**src/rtl/id_ex_pipe_reg.sv**
```systemverilog
`default_nettype none
// ============================================================================
// Module   : id_ex_pipe_reg
// Purpose  : Decode-to-execute pipeline register with valid/ready handshake,
//            one-entry skid buffer, synchronous flush and hazard-unit tags.
//            Optional performance counters enabled by macro STAGE_PERF_EN.
// Revision : 1.0 - initial release
// ============================================================================
module id_ex_pipe_reg #(
  parameter int DATA_WIDTH      = 32,
  parameter int ADDRESS_WIDTH   = 32,
  parameter int REG_ADDR_WIDTH  = 5,
  parameter int ALUCTRL_WIDTH   = 3,
  parameter int RESULTSRC_WIDTH = 2
) (
  input  logic                       clk,
  input  logic                       rst,
  input  logic                       flush,
  input  logic                       in_valid,
  output logic                       in_ready,
  input  logic                       RegWriteD,
  input  logic                       MemWriteD,
  input  logic                       JumpD,
  input  logic                       BranchD,
  input  logic                       ALUSrcD,
  input  logic                       MUXJUMPD,
  input  logic                       JUMPRTD,
  input  logic                       BranchMUXD,
  input  logic [RESULTSRC_WIDTH-1:0] ResultSrcD,
  input  logic [ALUCTRL_WIDTH-1:0]   ALUControlD,
  input  logic [DATA_WIDTH-1:0]      RD1D,
  input  logic [DATA_WIDTH-1:0]      RD2D,
  input  logic [DATA_WIDTH-1:0]      ImmExtD,
  input  logic [ADDRESS_WIDTH-1:0]   PCD,
  input  logic [ADDRESS_WIDTH-1:0]   PCPlus4D,
  input  logic [REG_ADDR_WIDTH-1:0]  Rs1D,
  input  logic [REG_ADDR_WIDTH-1:0]  Rs2D,
  input  logic [REG_ADDR_WIDTH-1:0]  RdD,
  output logic                       out_valid,
  input  logic                       out_ready,
  output logic                       RegWriteE,
  output logic                       MemWriteE,
  output logic                       JumpE,
  output logic                       BranchE,
  output logic                       ALUSrcE,
  output logic                       MUXJUMPE,
  output logic                       JUMPRTE,
  output logic                       BranchMUXE,
  output logic [RESULTSRC_WIDTH-1:0] ResultSrcE,
  output logic [ALUCTRL_WIDTH-1:0]   ALUControlE,
  output logic [DATA_WIDTH-1:0]      RD1E,
  output logic [DATA_WIDTH-1:0]      RD2E,
  output logic [DATA_WIDTH-1:0]      ImmExtE,
  output logic [ADDRESS_WIDTH-1:0]   PCE,
  output logic [ADDRESS_WIDTH-1:0]   PCPlus4E,
  output logic [REG_ADDR_WIDTH-1:0]  Rs1E,
  output logic [REG_ADDR_WIDTH-1:0]  Rs2E,
  output logic [REG_ADDR_WIDTH-1:0]  RdE,
  output logic [31:0]                stall_count,
  output logic [31:0]                bubble_count
);

  localparam int c_CTRL_W = 8 + RESULTSRC_WIDTH + ALUCTRL_WIDTH;
  localparam int c_DATA_W = 3*DATA_WIDTH + 2*ADDRESS_WIDTH + 3*REG_ADDR_WIDTH;

  localparam logic [1:0] c_EMPTY = 2'd0;
  localparam logic [1:0] c_FULL  = 2'd1;
  localparam logic [1:0] c_SKID  = 2'd2;

  logic [1:0]          r_state;
  logic [1:0]          w_state_nxt;

  logic [c_CTRL_W-1:0] w_d_ctrl;
  logic [c_DATA_W-1:0] w_d_data;
  logic [c_CTRL_W-1:0] r_main_ctrl;
  logic [c_DATA_W-1:0] r_main_data;
  logic [c_CTRL_W-1:0] r_skid_ctrl;
  logic [c_DATA_W-1:0] r_skid_data;

  logic w_out_valid;
  logic w_in_ready;
  logic w_in_xfer;
  logic w_out_xfer;
  logic w_load_main_d;
  logic w_load_main_skid;
  logic w_load_skid;

  assign w_d_ctrl = {RegWriteD, MemWriteD, JumpD, BranchD, ALUSrcD, MUXJUMPD,
                     JUMPRTD, BranchMUXD, ResultSrcD, ALUControlD};
  assign w_d_data = {RD1D, RD2D, ImmExtD, PCD, PCPlus4D, Rs1D, Rs2D, RdD};

  // State register
  always_ff @(posedge clk) begin
    if (rst) begin
      r_state <= c_EMPTY;
    end else begin
      r_state <= w_state_nxt;
    end
  end

  // Next-state logic; flush overrides every transfer
  always_comb begin
    w_state_nxt = r_state;
    case (r_state)
      c_EMPTY: begin
        if (w_in_xfer) w_state_nxt = c_FULL;
      end
      c_FULL: begin
        case ({w_in_xfer, w_out_xfer})
          2'b10:   w_state_nxt = c_SKID;
          2'b01:   w_state_nxt = c_EMPTY;
          default: w_state_nxt = c_FULL;
        endcase
      end
      c_SKID: begin
        if (w_out_xfer) w_state_nxt = c_FULL;
      end
      default: w_state_nxt = c_EMPTY;
    endcase
    if (flush) w_state_nxt = c_EMPTY;
  end

  // Handshake and load-select outputs; ready depends on state only
  always_comb begin
    w_out_valid      = (r_state == c_FULL) || (r_state == c_SKID);
    w_in_ready       = (r_state != c_SKID);
    w_in_xfer        = in_valid && w_in_ready && !flush;
    w_out_xfer       = w_out_valid && out_ready;
    w_load_main_d    = w_in_xfer &&
                       ((r_state == c_EMPTY) || ((r_state == c_FULL) && w_out_xfer));
    w_load_main_skid = (r_state == c_SKID) && w_out_xfer;
    w_load_skid      = (r_state == c_FULL) && w_in_xfer && !w_out_xfer;
  end

  // Main and skid storage; both cleared so data/tags read zero after rst/flush
  always_ff @(posedge clk) begin
    if (rst || flush) begin
      r_main_ctrl <= '0;
      r_main_data <= '0;
      r_skid_ctrl <= '0;
      r_skid_data <= '0;
    end else begin
      if (w_load_main_d) begin
        r_main_ctrl <= w_d_ctrl;
        r_main_data <= w_d_data;
      end else if (w_load_main_skid) begin
        r_main_ctrl <= r_skid_ctrl;
        r_main_data <= r_skid_data;
      end
      if (w_load_skid) begin
        r_skid_ctrl <= w_d_ctrl;
        r_skid_data <= w_d_data;
      end
    end
  end

  assign in_ready  = w_in_ready;
  assign out_valid = w_out_valid;

  // Controls are masked to a NOP whenever the main entry is invalid
  assign {RegWriteE, MemWriteE, JumpE, BranchE, ALUSrcE, MUXJUMPE,
          JUMPRTE, BranchMUXE, ResultSrcE, ALUControlE}
         = r_main_ctrl & {c_CTRL_W{w_out_valid}};
  assign {RD1E, RD2E, ImmExtE, PCE, PCPlus4E, Rs1E, Rs2E, RdE} = r_main_data;

`ifdef STAGE_PERF_EN
  logic [31:0] r_stall_count;
  logic [31:0] r_bubble_count;

  // Saturating counters, cleared only by rst
  always_ff @(posedge clk) begin
    if (rst) begin
      r_stall_count  <= '0;
      r_bubble_count <= '0;
    end else begin
      if (w_out_valid && !out_ready && (r_stall_count != 32'hFFFF_FFFF))
        r_stall_count <= r_stall_count + 32'd1;
      if (!w_out_valid && (r_bubble_count != 32'hFFFF_FFFF))
        r_bubble_count <= r_bubble_count + 32'd1;
    end
  end

  assign stall_count  = r_stall_count;
  assign bubble_count = r_bubble_count;
`else
  assign stall_count  = 32'd0;
  assign bubble_count = 32'd0;
`endif

endmodule
`default_nettype wire

```
**config.mk**
```make
export PLATFORM = sky130hd
export DESIGN_NAME = id_ex_pipe_reg
export DESIGN_NICKNAME = d
export VERILOG_FILES = /design/src/rtl/id_ex_pipe_reg.sv
export SDC_FILE = /design/constraint.sdc
export NUM_CORES = 1
export LEC_CHECK = 0
export CORE_AREA = 3 3 172 174
export DETAILED_ROUTE_END_ITERATION = 12
export DIE_AREA = 0 0 175 177
export DONT_BUFFER_PORTS = 1
export PLACE_DENSITY = 0.71
export SETUP_SLACK_MARGIN = 0.5
export SLEW_MARGIN = 20
export SYNTH_ARGS = -nofsm -noshare
export SYNTH_HDL_FRONTEND = slang
export SYNTH_SLANG_ARGS = --single-unit
```
**constraint.sdc**
```tcl
create_clock -name clk -period 5.76 [get_ports clk]
set_input_delay 1.44 -clock clk [delete_from_list [all_inputs] [get_ports clk]]
set_output_delay 1.44 -clock clk [all_outputs]
set_load 0.005 [all_outputs]
```
==> results.json <==
{
  "ys_ff_latch": 378,
  "final-hold-violation-count": 0,
  "critPathKind": "reg -> out",
  "period_needed_ps": 3313,
  "drt_pass1_iterations": 5,
  "cts.sinks": 378,
  "peakVddDrop_mv": 0.2423,
  "clock_latency_ps": 520,
  "power_density_nw_per_um2": 337.6,
  "drc": 0,
  "root_buffer": "clkbuf_16",
  "grt_max_degree": 189,
  "rsz0062_at_grt": "false",
  "synthFlopType": "dfxtp_1",
  "viasPerCell": 5.525,
  "ys_warn_count": 0,
  "synth-edff-count": 0,
  "wl_per_cell_um": 17.99,
  "port_buffers": 0,
  "finalClockSkew_ps": 15.25,
  "routed_wl_um": 37270,
  "status": "completed",
  "track_usage": 0.2219,
  "overflow": 0,
  "start_util": 0.5390,
  "end_kind": "output port",
  "power_w": 0.005481,
  "syn_avg_cell_area_sq_um": 8.584,
  "max_slew_margin": 0.3029,
  "antennaDiodeCount": 0,
  "leakage_nw": 6.597,
  "grt_pass1_wl_um": 56740,
  "tns_ps": 0,
  "grt_pass1_vias": 10480,
  "postCtsSetupBuffers": 0,
  "clkTransAtPathRegs_ps": 70,
  "num_vias": 11440,
  "cap_violations": 0,
  "dieWidth_um": 175,
  "clockBufferDepth": 3,
  "dp_hpwl_um": 22760,
  "final_antenna_net_count": 0,
  "worst_slew_pin_slew_ps": 1046,
  "num_rows": 61,
  "ctsHoldBuffers": 0,
  "antenna_found_initial": 0,
  "slew_viol_final": 0,
  "syn-cell-area_sq_um": 15060,
  "syn_inst": 1754,
  "utilization": 0.5812,
  "drive_above_1_share": 0.05198,
  "areaGrowthSynthToFinish_pct": 7.837,
  "async_reset_ff_frac": 0,
  "max_freq_ghz": 0.3018,
  "drt-initial-drc-count": 847,
  "die_area_sq_um": 30980,
  "dp_cells": 2001,
  "cts_tree": "done",
  "setup_viol": 0,
  "ys_seq_area_frac": 0.5026,
  "core-area_sq_um": 27930,
  "yosysUniqueCellTypes": 24,
  "routabilityCongestion": 0.7596,
  "fin_crit_sh": 0.5752,
  "hp-class": "reg -> reg",
  "die_height_um": 177,
  "start_kind": "register",
  "htree_levels": 2,
  "fin_cells": 2071,
  "cp.arrival_ps": 1870,
  "finalNetCount": 1862,
  "post_cts_resize_count": 0,
  "critPathMaxFanout": 16,
  "r2r_slack_ps": 2960,
  "ios": 447,
  "worstPathRequired_ps": 4320,
  "cts_buffers": 39
}
-- where the power goes --
part           total, W  internal [W]  switching [W]
Sequential      0.00271       0.00267      0.0000442
Combinational  0.000219     0.0000627       0.000156
Clock           0.00255       0.00155        0.00100
-- area by class of cell --
type	count	area, sq um
well taps	378	473.0
inverters	3	11.26
clock buffers	52	1125
flip-flops and latches	378	7567
clock inverters	18	196.4
fillers	2487	11700
repair buffers	14	196.4
multi-input cells	1228	6666
-- registers in the layout, indices dropped and copies added, names as in the netlist --
signal,cells
r_main_ctrl,13
r_state,2
r_main_data,175
r_skid_data,175
r_skid_ctrl,13
-- metrics by stage --
| step | hold slack, ps | setup slack (ps) | area [sq um] |
|---|---|---|---|
| final | 452.6 | 2447 | 16240 |
| after global routing | 469.1 | 2336 | 16240 |
| after CTS | 453.9 | 2402 | 16230 |
| after detailed placement | 445.6 | 2591 | 14910 |
| after global placement | 440.6 | 2581 | 14910 |
| after floorplan | 435.7 | 3191 | 15290 |
-- cells in the mapped netlist (2+ instances only) --
master,number,area [sq um]
a21oi_1,376,1882
and2_1,13,81.33
and3_1,2,12.51
buf_1,6,22.52
buf_2,49,245.2
buf_4,66,495.5
clkbuf_1,87,326.6
dfxtp_1,378,7567
ha_1,5,62.56
inv_1,3,11.26
mux2i_1,190,1902
nand2_1,378,1419
nor2_1,4,15.01
o21ai_0,185,925.9
o21ai_1,3,15.01
-- cells in the final DEF, fill, tap and decap left out, types with 3 or more instances in the layout --
master,count
dfxtp_1,378
ha_1,5
nor2_1,3
clkbuf_16,39
and2_1,13
o21ai_0,185
buf_12,7
clkinv_2,12
clkbuf_1,3
o21ai_1,3
inv_1,3
clkbuf_8,10
a21oi_1,376
nand2_1,377
conb_1,64
mux2i_1,190
bufinv_16,4
buf_4,6
-- cell families after synthesis --
family	synth area share
buf+inv	0.07313
other cells	0.0002491
compound gates	0.1891
simple gates	0.1045
fa+ha+maj	0.004155
mux	0.1263
flops	0.5026
-- worst paths after layout --
check,startpoint,cells after the start,endpoint
hold / removal,r_skid_ctrl[8]$_SDFFE_PP0P_,2,r_skid_ctrl[8]$_SDFFE_PP0P_
hold reg to reg,r_skid_ctrl[8]$_SDFFE_PP0P_,2,r_skid_ctrl[8]$_SDFFE_PP0P_
setup / recovery,r_state[0]$_SDFFE_PP0P_,3,BranchE
setup reg to reg,r_state[0]$_SDFFE_PP0P_,7,r_main_data[60]$_SDFFE_PP0P_
-- critical path: stages, from the launching register on --
cell and delay [ps]:
dfxtp_1 390, inv_1 80, ha_1 600, and2_1 270
-- layer usage --
metal / GRT usage / up-vias / part of all wire
li1: - / 5678 / -
met1: 0.2531 / 5296 / 0.37
met2: 0.3757 / 396 / 0.48
met3: 0.09202 / 73 / 0.11
met4: 0.07846 / 0 / 0.033
met5: 0 / - / 0
(Power assumes the default switching activity.)
